==> src/rtl/param_dual_port_ram_if.sv <==
// param_dual_port_ram_if: write/read/status bundle for param_dual_port_ram (wr, wr_addr, d_in, rd, rd_addr in; d_out, rd_valid, busy, par_err out; par_err only with PARITY_EN)
interface param_dual_port_ram_if #(
  parameter int DATA_WIDTH = 8,
  parameter int ADDR_WIDTH = 8
);
  logic                  wr;
  logic [ADDR_WIDTH-1:0] wr_addr;
  logic [DATA_WIDTH-1:0] d_in;
  logic                  rd;
  logic [ADDR_WIDTH-1:0] rd_addr;
  logic [DATA_WIDTH-1:0] d_out;
  logic                  rd_valid;
  logic                  busy;
`ifdef PARITY_EN
  logic                  par_err;
  modport master (output wr, wr_addr, d_in, rd, rd_addr, input d_out, rd_valid, busy, par_err);
  modport slave  (input wr, wr_addr, d_in, rd, rd_addr, output d_out, rd_valid, busy, par_err);
`else
  modport master (output wr, wr_addr, d_in, rd, rd_addr, input d_out, rd_valid, busy);
  modport slave  (input wr, wr_addr, d_in, rd, rd_addr, output d_out, rd_valid, busy);
`endif
endinterface

==> src/rtl/param_dual_port_ram.sv <==
// param_dual_port_ram: simple dual-port RAM with post-reset clear, RDW select, optional out reg, optional parity (PARITY_EN); ports clk, rst, bus (slave: wr/wr_addr/d_in/rd/rd_addr in, d_out/rd_valid/busy/par_err out)
module param_dual_port_ram #(
  parameter int DATA_WIDTH = 8,
  parameter int ADDR_WIDTH = 8,
  parameter int RDW_MODE   = 0,
  parameter int OUT_REG    = 0
) (
  input logic                  clk,
  input logic                  rst,
  param_dual_port_ram_if.slave bus
);
  localparam int DEPTH = 1 << ADDR_WIDTH;
`ifdef PARITY_EN
  localparam int W = DATA_WIDTH + 1;
`else
  localparam int W = DATA_WIDTH;
`endif
  typedef enum logic {CLEAR, READY} state_t;
  state_t                state, state_nx;
  logic [ADDR_WIDTH-1:0] clr_cnt;
  logic [W-1:0]          mem [DEPTH];
  logic [W-1:0]          w_word, r1, r2, r3;
  logic                  v1, v2, v3, rd_ok, wr_ok;
`ifdef PARITY_EN
  assign w_word = {^bus.d_in, bus.d_in};
`else
  assign w_word = bus.d_in;
`endif
  always_ff @(posedge clk)
    if (rst) state <= CLEAR;
    else state <= state_nx;
  always_comb state_nx = (state == CLEAR && &clr_cnt) ? READY : state;
  always_comb begin
    bus.busy = state == CLEAR;
    rd_ok    = state == READY && bus.rd;
    wr_ok    = state == READY && bus.wr;
  end
  always_ff @(posedge clk)
    if (rst) clr_cnt <= '0;
    else if (state == CLEAR) clr_cnt <= clr_cnt + 1'b1;
  always_ff @(posedge clk)
    if (!rst) begin
      if (state == CLEAR) mem[clr_cnt] <= '0;
      else if (wr_ok) mem[bus.wr_addr] <= w_word;
    end
  // Stage 1 samples the array with this edge's write still pending, so the
  // array itself gives old data; write-first bypasses d_in on a collision.
  always_ff @(posedge clk)
    if (rst) begin
      v1 <= 1'b0;
      r1 <= '0;
      v2 <= 1'b0;
      r2 <= '0;
    end else begin
      v1 <= rd_ok;
      if (rd_ok) r1 <= (RDW_MODE != 0 && wr_ok && bus.wr_addr == bus.rd_addr) ? w_word : mem[bus.rd_addr];
      v2 <= v1;
      if (v1) r2 <= r1;
    end
  if (OUT_REG != 0) begin : g_oreg
    always_ff @(posedge clk)
      if (rst) begin
        v3 <= 1'b0;
        r3 <= '0;
      end else begin
        v3 <= v2;
        if (v2) r3 <= r2;
      end
  end else begin : g_noreg
    assign v3 = v2;
    assign r3 = r2;
  end
  assign bus.d_out    = r3[DATA_WIDTH-1:0];
  assign bus.rd_valid = v3;
`ifdef PARITY_EN
  assign bus.par_err  = v3 & (r3[DATA_WIDTH] ^ (^r3[DATA_WIDTH-1:0]));
`endif
endmodule

==> src/flat_wrapper.sv <==
// flat-port wrapper written by rule: the top's interface ports become plain ports
module param_dual_port_ram_flat 
#(
  parameter int DATA_WIDTH = 8,
  parameter int ADDR_WIDTH = 8,
  parameter int RDW_MODE   = 0,
  parameter int OUT_REG    = 0
)
  (clk, rst, bus_wr, bus_wr_addr, bus_d_in, bus_rd, bus_rd_addr, bus_d_out, bus_rd_valid, bus_busy);
  param_dual_port_ram_if #(.DATA_WIDTH(DATA_WIDTH), .ADDR_WIDTH(ADDR_WIDTH)) bus_i ();
  input logic clk;
  input logic rst;
  input wire logic [$bits(bus_i.wr)-1:0] bus_wr;
  input wire logic [$bits(bus_i.wr_addr)-1:0] bus_wr_addr;
  input wire logic [$bits(bus_i.d_in)-1:0] bus_d_in;
  input wire logic [$bits(bus_i.rd)-1:0] bus_rd;
  input wire logic [$bits(bus_i.rd_addr)-1:0] bus_rd_addr;
  output wire logic [$bits(bus_i.d_out)-1:0] bus_d_out;
  output wire logic [$bits(bus_i.rd_valid)-1:0] bus_rd_valid;
  output wire logic [$bits(bus_i.busy)-1:0] bus_busy;
  assign bus_i.wr = bus_wr;
  assign bus_i.wr_addr = bus_wr_addr;
  assign bus_i.d_in = bus_d_in;
  assign bus_i.rd = bus_rd;
  assign bus_i.rd_addr = bus_rd_addr;
  assign bus_d_out = bus_i.d_out;
  assign bus_rd_valid = bus_i.rd_valid;
  assign bus_busy = bus_i.busy;
  param_dual_port_ram #(.DATA_WIDTH(DATA_WIDTH), .ADDR_WIDTH(ADDR_WIDTH), .RDW_MODE(RDW_MODE), .OUT_REG(OUT_REG)) u_core (.clk(clk), .rst(rst), .bus(bus_i));
endmodule
==> config.mk <==
export PLATFORM = sky130hd
export DESIGN_NAME = param_dual_port_ram_flat
export DESIGN_NICKNAME = d
export VERILOG_FILES = /design/src/rtl/param_dual_port_ram_if.sv /design/src/rtl/param_dual_port_ram.sv /design/src/flat_wrapper.sv
export SDC_FILE = /design/constraint.sdc
export NUM_CORES = 2
export LEC_CHECK = 0
export CORE_MARGIN = 3
export CORE_UTILIZATION = 48
export CTS_CLUSTER_SIZE = 28
export DETAILED_ROUTE_END_ITERATION = 16
export GPL_ROUTABILITY_DRIVEN = 0
export HOLD_SLACK_MARGIN = 0.08
export PLACE_DENSITY = 0.73
export SYNTH_ARGS = -nofsm -noshare
export SYNTH_HDL_FRONTEND = slang
export SYNTH_SLANG_ARGS = --single-unit
==> constraint.sdc <==
create_clock -name clk -period 6.45 [get_ports clk]
set_clock_uncertainty 0.2 [all_clocks]
set_input_delay 1.29 -clock clk [delete_from_list [all_inputs] [get_ports clk]]
set_output_delay 1.29 -clock clk [all_outputs]
set_load 0.1 [all_outputs]
==> summary.md <==
| Metric | Value |
|---|---|
| Status | `finished with violations` |
| Failing checks | `max-capacitance violations, max-slew violations` |
| EDFF count, synth | `2048` |
| Vias | `42600` |
| Setup violators final | `0` |
| Critical path's largest stage delay | `around 780 ps` |
| Hold_buf cts | `0` |
| YS warnings | `0` |
| DR DRC count | `0` |
| Hold Path Depth | `2` |
| Synthesized Nets | `a little over 4000` |
| Pin count of the biggest net entering global routing | `~130` |
| FF+latch area | `about 62000 um2` |
| Min Tclk post-route | `between 5000 and 6000 ps` |
| Max-slew violation count | `2` |
| Initial antenna violation count | `7` |
| Initial core utilization | `48.5%` |
| CP Class | `in2reg` |
| Type of origin of the critical path | `input pin` |
| Vias per inst | `6.47` |
| Synth cell types | `69` |
| Peak supply drop | `0.240 mV` |
| Global-route wire length before repair | `around 300 mm` |
| Gate Count Post-Synth | `4024` |
| Setup WS post-layout | `1350 ps` |
| CP top delay family | `compound AO/OA/AOI/OAI gates` |
| Post-CTS Setup Bufs | `0` |
| Top post-synthesis cells by area | `edfxtp_1 76%, mux4_2 8.2%, mux2i_1 3.7%` |
| Async SR Flop Fraction | `0%` |
| Worst min-delay path class | `reg2reg` |
| Crit-path cells | `buf_2 -> nand2b_2 -> buf_4 -> buf_4 -> o221ai_1 -> a21oi_1 -> a311oi_1 -> nand4_1 -> a2111oi_2 -> a211o_1` |
| Crit end category | `register` |
| Synth-to-layout area growth | `11.9%` |
| Clk sinks | `2075` |
| Fillers | `roughly 12000` |
| Resize count post-CTS | `0` |
| Final instance area | `91100 um2` |
| Clock Latency Late Sink | `850 ps` |
| Die X-Extent | `418 um` |
| Drt total wl | `209 mm` |
| Mapped Area | `81400 um2` |
| Max Freq | `around 0.2 GHz` |
| Dpl hpwl | `130 mm` |
| Mapped Avg Cell Area | `20.2 um2` |
| Part of the cycle the worst path needs | `79.1%` |
| H-Tree Depth | `4` |
| Area of the multi-input gates | `17700 um2` |
| Drt pass-1 iters | `5` |
| Seq/Total Area, Yosys | `about three quarters` |
| Dpl cell area | `around 85000 um2` |
| ANT nets after route | `0` |
| Total GRT Usage | `a little under a quarter` |
| Most used cell, CP | `buf_4` |
| Routed WL per cell | `31.7 um` |
| Nets@finish | `4244` |
| Clk pin slew, worst setup/hold paths | `70 ps` |
| Cts bufs inserted | `about 200` |
| Total of max-cap violations | `1` |
| Levels on crit path | `10` |
| Slew @ Worst Pin | `1570 ps` |
| Crit-path slowest cell | `a2111oi_2` |
| Share of cells above drive strength 1 | `between 15 and 20%` |
| Largest area contributor in the netlist | `edfxtp_1` |
| RSZ-0062 raised after global routing | `false` |
| Power density over cell area | `295 nW/um2` |
| IO Port Bufs | `37` |
| Io pins | `38` |
| Critical path buffers and inverters | `3` |
| Synthesis-stage register bit count | `2075` |
| CTS tree | `done` |
| Clk buf depth | `3` |
| Cell row count | `150` |
| Reg2Reg Depth | `7` |
| GR Overflow Total | `0` |
| Core box area | `around 170000 um2` |
| LEAKAGE | `33.1 nW` |
| Pre-CTS setup slack | `692 ps` |
| Req. time, crit path | `7040 ps` |
| Worst slew margin | `-4.74%` |
| Starting DRT DRC Count | `6174` |
| Maximum net fanout on the critical path | `29` |
| Number of global-route vias before repair | `41900` |
| Die Y | `418 um` |
| Setup tns final | `0 ps` |
| Hold Vio Cnt, Final | `0` |
| Critical Path AT | `5690 ps` |
| Main synth FF type | `edfxtp_1` |
| Root Buffer | `clkbuf_16` |
| Top cell type's share of synthesized area | `75.6%` |
| Die ar. | `175000 um2` |
tightest hold or removal path: stages, from the launching register on:
cell	delay [ps]
dfxtp_1	330
mux2i_1	70
nor2_1	70
path summary, 6_finish.rpt:
check | start | slack, ps | endpoint
max reg2reg | u_core.state | 1970 | u_core.mem[237][1]
max | bus_rd_addr[2] | 1350 | u_core.r1[2]
min reg2reg | u_core.bus.d_out[5] | 310 | u_core.bus.d_out[5]
min | u_core.bus.d_out[5] | 310 | u_core.bus.d_out[5]
routing by layer:
| layer | up-vias | part of all wire, % | global-route usage (%) |
|---|---|---|---|
| li1 | 17200 | - | - |
| met1 | 22100 | 37 | 32.1 |
| met2 | 2889 | 47 | 37.1 |
| met3 | 444 | 12 | 6.54 |
| met4 | 4 | 4.2 | 9.55 |
| met5 | - | 0.013 | 0 |
report_power, final:
group / internal, mW / switching, mW / total [mW]
combinational: 0.307 / 0.569 / 0.876
clock: 6.46 / 4.96 / 11.4
sequential: 14.6 / 0.00525 / 14.6
total: 21.4 / 5.53 / 26.9
final cells by class:
cell class | instances | area share [%]
Tap cell | 2204 | 3.03
Inverter | 5 | 0.0220
Clock buffer | 261 | 5.74
Antenna cell | 2 | 0.00549
Multi-Input combinational cell | 1703 | 19.4
Sequential cell | 2075 | 68.1
Timing Repair Buffer | 234 | 2.43
Clock inverter | 104 | 1.23
sequential cells by signal (all words and copies together), names as in the netlist:
| signal | cells |
|---|---|
| u_core.bus.d_out | 8 |
| u_core.bus.rd_valid | 1 |
| u_core.clr_cnt | 8 |
| u_core.mem | 2048 |
| u_core.r1 | 8 |
| u_core.state | 1 |
| u_core.v1 | 1 |
metrics by stage:
step,cells,util (%),power [mW],hold WS (ps)
after floorplan,4024,-,15.4,235
after global placement,6221,50.5,15.7,277
after detailed placement,6221,50.5,15.7,293
after CTS,6586,54.3,27.0,307
after global routing,6587,54.3,27.6,340
final,6588,54.3,26.9,306
Yosys cell counts (all sizes together) (6+ instances only):
master	instances
and3	12
and2	6
nor3	21
mux2i	297
dfxtp	27
a211oi	54
mux4	381
clkbuf	104
a211o	6
buf	137
nand3b	22
nor2b	7
nor4	6
o21ai	38
nand3	53
a21oi	41
edfxtp	2048
nor3b	6
o221ai	51
a22oi	65
o31ai	8
a221oi	9
a22o	8
nand2	124
o22ai	109
nand4	9
a2111oi	13
or3	8
nor2	295
cell families after synthesis:
family                   count (synthesis)  share of synthesized area [%]
multiplexers                           680                           14.6
adder cells (fa/ha/maj)                  1                         0.0154
XOR/XNOR                                 7                         0.0753
AO/OA/AOI/OAI                          433                           3.81
buffers and inverters                  246                           2.11
flip-flops                            2075                           76.2
AND/OR/NAND/NOR                        582                           3.14
cell usage in the layout, fill, tap and decap left out, types with 49 or more instances in the layout:
cell / instances
a211oi_1: 53
nor2_1: 294
o22ai_1: 109
mux2i_1: 297
clkbuf_16: 199
mux4_1: 86
a22oi_1: 65
edfxtp_1: 2048
buf_4: 169
o221ai_1: 49
nand2_1: 123
nand3_1: 53
mux4_2: 295
clkbuf_1: 60
Note: power is estimated with default switching activity, not from simulation.
